===== src/rtl/vc_flit_tx.sv =====
// rtl/vc_flit_tx.sv - round-robin, packet-locking flit transmitter onto a registered link stage
module vc_flit_tx #(
    parameter int N_VC   = 3,
    parameter int FLIT_W = 34
) (
    input  logic                     clk,
    input  logic                     arst,
    input  logic [N_VC*FLIT_W-1:0]   fdata_i,
    input  logic [N_VC-1:0]          valid_i,
    output logic [N_VC-1:0]          ready_o,
    output logic [FLIT_W-1:0]        fdata_o,
    output logic [1:0]               vc_id_o,
    output logic                     valid_o,
    input  logic                     ready_i,
    output logic                     proto_err_o
);

    // Locked means a multi-flit packet is in flight and only lock_vc may send.
    typedef enum logic {
        ST_OPEN   = 1'b0,
        ST_LOCKED = 1'b1
    } lock_state_t;

    localparam logic [1:0] TYPE_HEAD = 2'b00;
    localparam logic [1:0] TYPE_BODY = 2'b01;
    localparam logic [1:0] TYPE_TAIL = 2'b11;
    localparam logic [1:0] TYPE_RSVD = 2'b10;
    localparam logic [2:0] NVC3      = 3'(N_VC);

    lock_state_t        state_q, state_d;
    logic [1:0]         lock_vc_q, lock_vc_d;
    logic [1:0]         rr_q, rr_d;
    logic               valid_q, valid_d;
    logic [FLIT_W-1:0]  data_q, data_d;
    logic [1:0]         vc_q, vc_d;
    logic               err_q, err_d;

    logic               take;
    logic [3:0]         elig;
    logic [3:0]         grant_oh;
    logic [1:0]         grant_idx;
    logic               grant_vld;
    logic [2:0]         scan;
    logic               xfer;
    logic [FLIT_W-1:0]  sel_flit;
    logic [1:0]         sel_type;
    logic [7:0]         sel_size;
    logic [2:0]         rr_next;

    // Arbitration: eligibility mask, then first eligible VC at or after rr_q.
    always_comb begin
        take = !valid_q || ready_i;
        elig = 4'(valid_i);
        if (state_q == ST_LOCKED) begin
            elig = elig & (4'b0001 << lock_vc_q);
        end
        grant_vld = 1'b0;
        grant_idx = 2'd0;
        scan      = 3'd0;
        for (int k = 0; k < N_VC; k++) begin
            scan = {1'b0, rr_q} + 3'(k);
            if (scan >= NVC3) begin
                scan = scan - NVC3;
            end
            if (!grant_vld && elig[scan[1:0]]) begin
                grant_vld = 1'b1;
                grant_idx = scan[1:0];
            end
        end
        grant_oh = 4'b0000;
        if (take && grant_vld && !arst) begin
            grant_oh = 4'b0001 << grant_idx;
        end
    end

    assign ready_o = grant_oh[N_VC-1:0];
    assign xfer    = |grant_oh;

    // Next state: load output stage on transfer, track packet lock and protocol errors.
    always_comb begin
        state_d   = state_q;
        lock_vc_d = lock_vc_q;
        rr_d      = rr_q;
        valid_d   = valid_q;
        data_d    = data_q;
        vc_d      = vc_q;
        err_d     = err_q;
        sel_flit  = fdata_i[int'(grant_idx)*FLIT_W +: FLIT_W];
        sel_type  = sel_flit[FLIT_W-1 -: 2];
        sel_size  = sel_flit[29:22];
        rr_next   = {1'b0, grant_idx} + 3'd1;
        if (rr_next >= NVC3) begin
            rr_next = 3'd0;
        end
        if (xfer) begin
            valid_d = 1'b1;
            data_d  = sel_flit;
            vc_d    = grant_idx;
            case (state_q)
                ST_OPEN: begin
                    rr_d = rr_next[1:0];
                    if (sel_type == TYPE_HEAD && sel_size != 8'd0) begin
                        state_d   = ST_LOCKED;
                        lock_vc_d = grant_idx;
                    end
                    if (sel_type == TYPE_BODY || sel_type == TYPE_TAIL) begin
                        err_d = 1'b1;
                    end
                end
                ST_LOCKED: begin
                    if (sel_type == TYPE_HEAD) begin
                        err_d = 1'b1;
                    end
                    if (sel_type == TYPE_TAIL) begin
                        state_d = ST_OPEN;
                    end
                end
                default: state_d = ST_OPEN;
            endcase
            if (sel_type == TYPE_RSVD) begin
                err_d = 1'b1;
            end
        end else if (ready_i) begin
            valid_d = 1'b0;
        end
    end

    // State registers with synchronous active-high reset.
    always_ff @(posedge clk) begin
        if (arst) begin
            state_q   <= ST_OPEN;
            lock_vc_q <= 2'd0;
            rr_q      <= 2'd0;
            valid_q   <= 1'b0;
            data_q    <= '0;
            vc_q      <= 2'd0;
            err_q     <= 1'b0;
        end else begin
            state_q   <= state_d;
            lock_vc_q <= lock_vc_d;
            rr_q      <= rr_d;
            valid_q   <= valid_d;
            data_q    <= data_d;
            vc_q      <= vc_d;
            err_q     <= err_d;
        end
    end

    assign valid_o     = valid_q;
    assign fdata_o     = data_q;
    assign vc_id_o     = vc_q;
    assign proto_err_o = err_q;

endmodule


===== config.mk =====
export PLATFORM = sky130hd
export DESIGN_NAME = vc_flit_tx
export DESIGN_NICKNAME = d
export VERILOG_FILES = /design/src/rtl/vc_flit_tx.sv
export SDC_FILE = /design/constraint.sdc
export NUM_CORES = 1
export LEC_CHECK = 0
export ABC_AREA = 0
export BUFFER_PORTS_ARGS = -buffer_cell sky130_fd_sc_hd__buf_2
export CAP_MARGIN = 10
export CORE_MARGIN = 2
export CORE_UTILIZATION = 40
export CTS_CLUSTER_SIZE = 30
export DETAILED_ROUTE_END_ITERATION = 16
export PLACE_DENSITY = 0.83
export SYNTH_ARGS = -nofsm -noshare
export SYNTH_HDL_FRONTEND = slang
export SYNTH_SLANG_ARGS = --single-unit

===== constraint.sdc =====
create_clock -name clk -period 2.88 [get_ports clk]
set_input_delay 0.576 -clock clk [delete_from_list [all_inputs] [get_ports clk]]
set_output_delay 0.576 -clock clk [all_outputs]
set_load 0.1 [all_outputs]

==> results of run 1 <==
cell type report:
type | count | area [µm²]
well taps | 75 | 93.8
fillers | 529 | 2300
multi-input cells | 213 | 1570
clock buffers | 5 | 68.8
flip-flops and latches | 43 | 866
inverters | 14 | 72.6
clock inverters | 3 | 20.0
repair buffers | 172 | 995
what timing repair did:
action,4_1_cts,5_1_grt
gates resized for setup,16,6
hold buffers,0,0
buffers inserted,4,1
hold endpoints to repair,0,0
setup endpoints to repair,5,6
pin swaps,7,4
worst max-delay path, cell delays in order, from the launching register on:
cell	delay, ns
dfxtp_2	0.36
nand2b_1	0.21
a21oi_4	0.23
nor2_2	0.07
maj3_2	0.37
a211o_2	0.36
nor3_4	0.16
buf_12	0.20
metal layers:
layer / vias to the layer above / track usage [%] / share of wire (%)
met2: 100 / 41.3 / 51
met5: - / 0 / 0
met3: 10 / 4.27 / 4.9
li1: 1420 / - / -
met1: 1300 / 27.9 / 43
met4: 0 / 4.32 / 1.0
path summary, 6_finish.rpt:
path	from	end	slack [ns]	cells past startpoint
setup reg to reg	rr_q[0]	lock_vc_q[0]	0.10	10
hold / removal	vc_id_o[1]	vc_id_o[1]	0.46	2
hold reg to reg	vc_id_o[1]	vc_id_o[1]	0.46	2
setup / recovery	lock_vc_q[1]	ready_o[0]	0.04	7
cell usage in the layout, fill, tap and decap left out, types with 2 or more instances in the layout:
master / Yosys / routed
clkinvlp_4: 0 / 4
o311ai_1: 1 / 3
inv_1: 14 / 11
a21oi_1: 31 / 30
nor2_1: 9 / 7
dfxtp_2: 0 / 4
nand4_1: 7 / 7
buf_2: 0 / 145
o21ai_0: 28 / 28
nand2_1: 21 / 21
buf_4: 2 / 21
nand3b_1: 34 / 34
nor2b_1: 3 / 3
nand2b_1: 4 / 4
dfxtp_1: 43 / 39
buf_12: 0 / 5
clkbuf_8: 0 / 5
mux2i_1: 3 / 3
nor2_2: 0 / 2
a22o_1: 26 / 26
a211oi_1: 3 / 2
o311ai_0: 4 / 2
o2111ai_1: 8 / 8
a211oi_4: 1 / 2
o311a_1: 2 / 2
mux2_4: 0 / 2
flip-flops by register name (all words and copies together) (netlist names):
| register | count |
|---|---|
| proto_err_o | 1 |
| valid_o | 1 |
| state_q | 1 |
| fdata_o | 34 |
| rr_q | 2 |
| vc_id_o | 2 |
| lock_vc_q | 2 |
logic make-up (layout without fill, tap and decap cells):
logic type                 Yosys count  after routing  share of synthesized area (%)
and+or+nand+nor                     85             85                           20.2
adders and majority gates            3              3                           1.39
AOI/OAI and AO/OA                  120            120                           35.6
buffers and inverters               39            194                           6.42
DFF                                 43             43                           34.3
muxes                                5              5                           2.09
where the power goes:
group / switching [mW] / total (mW) / internal [mW]
Combinational: 1.52 / 2.05 / 0.528
Sequential: 0.0741 / 0.809 / 0.735
Clock: 0.206 / 0.375 / 0.169
Total: 1.80 / 3.23 / 1.43
per-stage QoR:
step	cells	cell area [µm²]	hold slack, ns	total power, mW
detailed placement	513	3490	0.448	2.80
global placement	513	3490	0.441	2.77
finish	525	3690	0.460	3.23
CTS	524	3650	0.459	3.22
floorplan	295	2620	0.490	2.39
global route	525	3690	0.502	3.39
==> impl_metrics.env, run 1 <==
export IMPL_grt_max_degree=64
export IMPL_vias=2830
export IMPL_startpoint_type="flop"
export IMPL_netlist_area_um2=2510
export IMPL_yosysTopAreaCell="dfxtp_1"
export IMPL_synth_commonest_cells="dfxtp_1 (43), nand3b_1 (34), a21oi_1 (31)"
export IMPL_grt_usage_pct=22.7
export IMPL_synth_seq_cells=43
export IMPL_routed_wl_mm=8.11
export IMPL_powerDensity_nw_per_um2=876
export IMPL_htreeDepth=2
export IMPL_antenna_cells=0
export IMPL_drt_pass1_iter_count=4
export IMPL_antenna_found_initial=0
export IMPL_die_y_um=83.3
export IMPL_drive_gt1_share_pct=46.9
export IMPL_hpwl_mm=6.26
export IMPL_die_area_um2=6930
export IMPL_synth_top_cell_area_share_pct=34.3
export IMPL_ys_types=47
export IMPL_drc=0
export IMPL_postSynthAreaPerCell_um2=8.52
export IMPL_syn_nets=405
export IMPL_setup_tns_final_ns=0
export IMPL_postLayoutSetupSlackWorst_ns=0.0424
export IMPL_cts_sinks=43
export IMPL_ctsLongestPathBuffers=2
export IMPL_worst_pin_slew_ns=0.538
export IMPL_path_clk_slew_ns=0.09
export IMPL_yosysSeqAreaShare_pct=34.3
export IMPL_hold_violations=0
export IMPL_cts_tree="yes"
export IMPL_skew_ns=0.0142
export IMPL_via_per_inst=5.39
export IMPL_synth_ff_type="dfxtp_1"
export IMPL_wl_per_cell_um=15.4
export IMPL_area_delta_synth_final_pct=46.8
export IMPL_core_um2=5990
export IMPL_ctsRootBufferMaster="clkbuf_8"
export IMPL_portBuffers=148
export IMPL_die_x_um=83.3
export IMPL_maxCapViolations=0
export IMPL_crit_fanout=6
export IMPL_syn_inst=295
export IMPL_synth_edf_count=0
export IMPL_worstPathArrival_ns=2.26
export IMPL_ios=149
export IMPL_drv_slew=0
export IMPL_initial_core_util_pct=41.9
export IMPL_fmaxAchievable_mhz=352
export IMPL_cts_buffers=5
export IMPL_worst_ir_drop_vdd_mv=0.521
export IMPL_grt_pass1_vias=2898
export IMPL_nNetsFinal=559
export IMPL_post_place_ws_ns=-0.0505
export IMPL_slew_limit_headroom_pct=63.7
export IMPL_p_leak_nw=1.70
export IMPL_gp_congestion=0.893
export IMPL_drt_initial_drc_count=142
export IMPL_overflow=0
export IMPL_fin_crit_ns=2.84
export IMPL_finalSetupViolCount=0
export IMPL_hp_class="flop to flop"
export IMPL_clk_latency_ns=0.29
export IMPL_grt_pass1_wl_mm=13.2
export IMPL_ys_async_sr_fraction_pct=0
export IMPL_fin_crit_sh_pct=98.5
export IMPL_synth_most_common_cell="dfxtp_1"
export IMPL_synthTopCellsByArea="dfxtp_1 (34%), nand3b_1 (10%), a22o_1 (9.1%), a21oi_1 (6.2%), o21ai_0 (5.6%)"
export IMPL_rsz0062_at_grt="yes"
export IMPL_rows=28
export IMPL_worstPathRequired_ns=2.30
export IMPL_ys_warn_count=0
export IMPL_drtAntennaViolNets=0
export IMPL_final_core_util_pct=61.6
export IMPL_path_class="flop to output port"
export IMPL_outcome="finished, final reports clean"
export IMPL_crit_path_end_kind="output port"
(Power assumes the default switching activity.)
==> run 2, diff against run 1 <==
--- a/config.mk
+++ b/config.mk
@@ -12,7 +12,7 @@
 export CORE_UTILIZATION = 40
 export CTS_CLUSTER_SIZE = 30
 export DETAILED_ROUTE_END_ITERATION = 16
-export PLACE_DENSITY = 0.83
+export PLACE_DENSITY = 0.77
 export SYNTH_ARGS = -nofsm -noshare
 export SYNTH_HDL_FRONTEND = slang
 export SYNTH_SLANG_ARGS = --single-unit
==> impl_metrics.env, run 2 (synthesis results as in run 1) <==
export IMPL_outcome="finished, final reports clean"
export IMPL_skew_ns=0.0135
export IMPL_antenna_cells=0
export IMPL_hpwl_mm=5.91
export IMPL_drv_slew=0
export IMPL_fin_cells=522
export IMPL_gp_congestion=0.944
export IMPL_cts_tree="yes"
export IMPL_die_y_um=83.3
export IMPL_cts_sinks=43
export IMPL_initial_core_util_pct=41.9
export IMPL_rsz0062_at_grt="yes"
export IMPL_finalPower_mw=3.25
export IMPL_fin_crit_ns=2.87
export IMPL_vias=2884
export IMPL_worstPathArrival_ns=3.06
export IMPL_layout_commonest_cell="buf_2"
export IMPL_rows=28
export IMPL_fin_crit_sh_pct=99.7
export IMPL_die_x_um=83.3
export IMPL_crit_fanout=8
export IMPL_hp_class="flop to flop"
export IMPL_die_area_um2=6930
export IMPL_grt_pass1_vias=2739
export IMPL_wl_per_cell_um=15.4
export IMPL_crit_path_end_kind="flop"
export IMPL_worstPathRequired_ns=3.07
export IMPL_ios=149
export IMPL_drtAntennaViolNets=0
export IMPL_path_class="flop to flop"
export IMPL_hold_violations=0
export IMPL_ctsLongestPathBuffers=2
export IMPL_fmaxAchievable_mhz=348
export IMPL_finalSetupViolCount=0
export IMPL_cts_hold_buf=0
export IMPL_grt_usage_pct=21.9
export IMPL_grt_max_degree=64
export IMPL_worst_ir_drop_vdd_mv=0.566
export IMPL_cts_buffers=5
export IMPL_largest_reg_flops=34
export IMPL_final_cell_mix="buf_2 (145), dfxtp_1 (38), nand3b_1 (34)"
export IMPL_place_inst=511
export IMPL_drive_gt1_share_pct=47.9
export IMPL_overflow=0
export IMPL_drt_pass1_iter_count=4
export IMPL_nNetsFinal=556
export IMPL_grt_pass1_wl_mm=12.6
export IMPL_p_leak_nw=1.70
export IMPL_drt_initial_drc_count=140
export IMPL_ctsRootBufferMaster="clkbuf_8"
export IMPL_antenna_found_initial=0
export IMPL_drc=0
export IMPL_core_um2=5990
export IMPL_worst_pin_slew_ns=0.531
export IMPL_slew_limit_headroom_pct=64.1
export IMPL_powerDensity_nw_per_um2=874
export IMPL_maxCapViolations=0
export IMPL_clk_latency_ns=0.30
export IMPL_path_clk_slew_ns=0.09
export IMPL_htreeDepth=2
export IMPL_portBuffers=148
export IMPL_area_delta_synth_final_pct=48.3
export IMPL_fillCellCount=555
export IMPL_routed_wl_mm=8.02
export IMPL_via_per_inst=5.52
export IMPL_startpoint_type="flop"
-- run 2: changes by cell type in the layout (fill, tap and decap cells not counted), moves of 2 or more --
cell and change:
buf_4 -5, buf_6 +2, nand2b_1 -2, nand2b_4 +2
o2111ai_1 -2
-- run 2: final timing paths --
kind / startpoint / slack (ns) / cells past startpoint / end
hold reg to reg: vc_id_o[1] / 0.46 / 2 / vc_id_o[1]
setup / recovery: rr_q[0] / 0.007 / 9 / lock_vc_q[1]
setup reg to reg: rr_q[0] / 0.007 / 9 / lock_vc_q[1]
hold / removal: vc_id_o[1] / 0.46 / 2 / vc_id_o[1]
-- run 2: power breakdown --
group | switching [mW] | internal [mW] | leakage [nW] | total (mW)
clock | 0.209 | 0.170 | 0.0412 | 0.379
sequential | 0.0785 | 0.736 | 0.358 | 0.814
combinational | 1.53 | 0.536 | 1.30 | 2.06
-- run 2: critical path: stages, from the launching register on --
cell      delay [ns]
dfxtp_2         0.35
inv_2           0.05
ha_4            0.33
and2b_1         0.22
a32oi_4         0.20
o211a_4         0.24
o311ai_4        0.10
or4_4           0.57
o311ai_4        0.37
mux2_4          0.34
-- run 2: layout make-up --
type	count	area [µm²]	share of cell area, %
multi-input cells	213	1630	43.8
repair buffers	169	975	26.2
flip-flops and latches	43	867	23.3
well taps	75	93.8	2.52
clock buffers	6	72.6	1.95
inverters	14	72.6	1.95
clock inverters	2	12.5	0.336
-- run 2: routing by layer --
| layer | track usage (%) | share of wire (%) |
|---|---|---|
| met4 | 7.90 | 2.1 |
| met5 | 0 | 0 |
| met2 | 37.2 | 49 |
| met1 | 27.6 | 43 |
| met3 | 3.88 | 5.2 |
-- run 2: per-stage QoR --
stage                     area (µm²)  utilization [%]  worst slack, ns  setup TNS, ns  hold slack [ns]
after floorplan                 2620                -           -0.220         -0.220            0.490
after global placement          3480             58.0           0.0282              0            0.447
after detailed placement        3480             58.0          -0.0283        -0.0498            0.456
after CTS                       3620             60.4          0.00671              0            0.467
after global routing            3720             62.2          -0.0800         -0.215            0.492
final                           3720             62.2          0.00729              0            0.464
-- run 2: timing repair --
action	4_1_cts	5_1_grt
gates resized for setup	13	20
setup endpoints to repair	5	5
pin swaps	4	9
buffers inserted	1	2
==> run 3, diff against run 2 <==
--- a/config.mk
+++ b/config.mk
@@ -8,6 +8,7 @@
 export ABC_AREA = 0
 export BUFFER_PORTS_ARGS = -buffer_cell sky130_fd_sc_hd__buf_2
 export CAP_MARGIN = 10
+export CORE_ASPECT_RATIO = 1.25
 export CORE_MARGIN = 2
 export CORE_UTILIZATION = 40
 export CTS_CLUSTER_SIZE = 30
==> impl_metrics.env, run 3 (synthesis results as in run 1) <==
export IMPL_worstPathArrival_ns=3.12
export IMPL_final_cell_mix="buf_2 (145), dfxtp_1 (38), nand3b_1 (34)"
export IMPL_critPathLaunch="rr_q[0]"
export IMPL_cts_hold_buf=0
export IMPL_wl_per_cell_um=16.0
export IMPL_worstHoldStart="vc_id_o[1]"
export IMPL_maxCapViolations=0
export IMPL_grt_usage_pct=23.9
export IMPL_cts_tree="yes"
export IMPL_multi_input_area_um2=1650
export IMPL_rows=32
export IMPL_ff2ff_path_depth=11
export IMPL_die_x_um=74.9
export IMPL_grt_pass1_wl_mm=12.9
export IMPL_place_inst=521
export IMPL_violations="negative setup slack"
export IMPL_largest_reg_flops=34
export IMPL_min_to="vc_id_o[1]"
export IMPL_hpwl_mm=6.17
export IMPL_hold_violations=0
export IMPL_rsz0062_at_grt="yes"
export IMPL_fin_crit_sh_pct=102
export IMPL_placed_cell_area_um2=3500
export IMPL_hp_class="flop to flop"
export IMPL_min_path_cells=2
export IMPL_routed_wl_mm=8.66
export IMPL_cts_sinks=43
export IMPL_vias=2933
export IMPL_worstPathRequired_ns=3.07
export IMPL_path_clk_slew_ns=0.08
export IMPL_postLayoutSetupSlackWorst_ns=-0.0517
export IMPL_antenna_found_initial=0
export IMPL_ios=149
export IMPL_fin_crit_ns=2.93
export IMPL_fillCellCount=557
export IMPL_r2r_start="rr_q[0]"
export IMPL_area_delta_synth_final_pct=52.8
export IMPL_fin_cells=540
export IMPL_grt_max_degree=64
export IMPL_cts_buffers=5
export IMPL_drv_slew=0
export IMPL_r2r_end="lock_vc_q[0]"
export IMPL_skew_ns=0.00868
export IMPL_portBuffers=148
export IMPL_ctsRootBufferMaster="clkbuf_8"
export IMPL_fmaxAchievable_mhz=341
export IMPL_clk_latency_ns=0.29
export IMPL_grt_pass1_vias=2787
export IMPL_slew_limit_headroom_pct=63.9
export IMPL_drtAntennaViolNets=0
export IMPL_p_leak_nw=1.75
export IMPL_antenna_cells=0
export IMPL_drt_pass1_iter_count=4
export IMPL_register_area_um2=867
export IMPL_worst_ir_drop_vdd_mv=0.542
export IMPL_gp_congestion=0.966
export IMPL_outcome="complete, but fails checks"
export IMPL_drt_initial_drc_count=117
export IMPL_die_area_um2=6930
export IMPL_drive_gt1_share_pct=49.7
export IMPL_rrSetupSlack_ns=-0.05
export IMPL_powerDensity_nw_per_um2=866
export IMPL_finalSetupViolCount=3
export IMPL_htreeDepth=2
export IMPL_ctsLongestPathBuffers=2
export IMPL_nNetsFinal=564
export IMPL_layout_commonest_cell="buf_2"
export IMPL_final_cell_area_um2=3840
export IMPL_via_per_inst=5.43
export IMPL_core_um2=6130
export IMPL_crit_path_end_kind="flop"
export IMPL_startpoint_type="flop"
export IMPL_drc=0
export IMPL_overflow=0
export IMPL_worst_pin_slew_ns=0.542
export IMPL_die_y_um=92.6
export IMPL_initial_core_util_pct=41.0
export IMPL_path_class="flop to flop"
export IMPL_crit_fanout=6
[run 3: layer usage]
layer	wire length, µm	vias to the layer above	track usage, %	share of wire (%)
li1	-	1428	-	-
met1	3400	1335	29.0	39
met2	4400	151	41.3	51
met3	639	19	4.35	7.4
met4	232	0	8.33	2.7
met5	0	-	0	0
[run 3: critical path, stage by stage, from the launching register on]
cell	delay (ns)
dfxtp_2	0.35
inv_2	0.05
ha_4	0.31
and2b_1	0.21
a32oi_4	0.24
o211a_4	0.22
buf_6	0.11
buf_6	0.09
o311ai_4	0.08
or4_4	0.52
o311ai_4	0.30
mux2_4	0.34
[run 3: worst max path at each step]
stage	to	slack, ns
6_report	lock_vc_q[0]	-0.05
5_1_grt	lock_vc_q[0]	-0.11
4_1_cts	lock_vc_q[0]	-0.06
3_5_place_dp	lock_vc_q[0]	-0.07
3_3_place_gp	lock_vc_q[0]	0.08
2_1_floorplan	ready_o[0]	-0.22
[run 3: where the power goes]
| group | total [mW] | internal (mW) | switching, mW |
|---|---|---|---|
| combinational | 2.13 | 0.579 | 1.55 |
| sequential | 0.818 | 0.736 | 0.0825 |
| clock | 0.378 | 0.170 | 0.208 |
[run 3: metrics by stage]
| step | setup slack (ns) | hold WS [ns] | setup TNS [ns] | utilization [%] | total power [mW] |
|---|---|---|---|---|---|
| floorplan | -0.220 | 0.490 | -0.220 | - | 2.39 |
| global placement | 0.0792 | 0.444 | 0 | 57.2 | 2.78 |
| detailed placement | -0.0728 | 0.449 | -0.123 | 57.2 | 2.80 |
| CTS | -0.0595 | 0.461 | -0.156 | 60.7 | 3.26 |
| global route | -0.114 | 0.474 | -0.455 | 62.7 | 3.48 |
| finish | -0.0517 | 0.461 | -0.0931 | 62.7 | 3.32 |
[run 3: area by class of cell]
| class | count | share of cell area (%) |
|---|---|---|
| inverter | 14 | 1.89 |
| sequential | 43 | 22.6 |
| timing repair buffer | 177 | 27.5 |
| clock inverter | 2 | 0.326 |
| tap | 85 | 2.77 |
| multi-input combinational | 213 | 43.0 |
| clock buffer | 6 | 1.89 |
[run 3: repair_timing]
item                                    CTS  global route
buffers inserted                          8             3
gates cloned                              0             1
pin swaps                                 7             7
endpoints found under the setup margin    5             6
gates resized for setup                  21            16
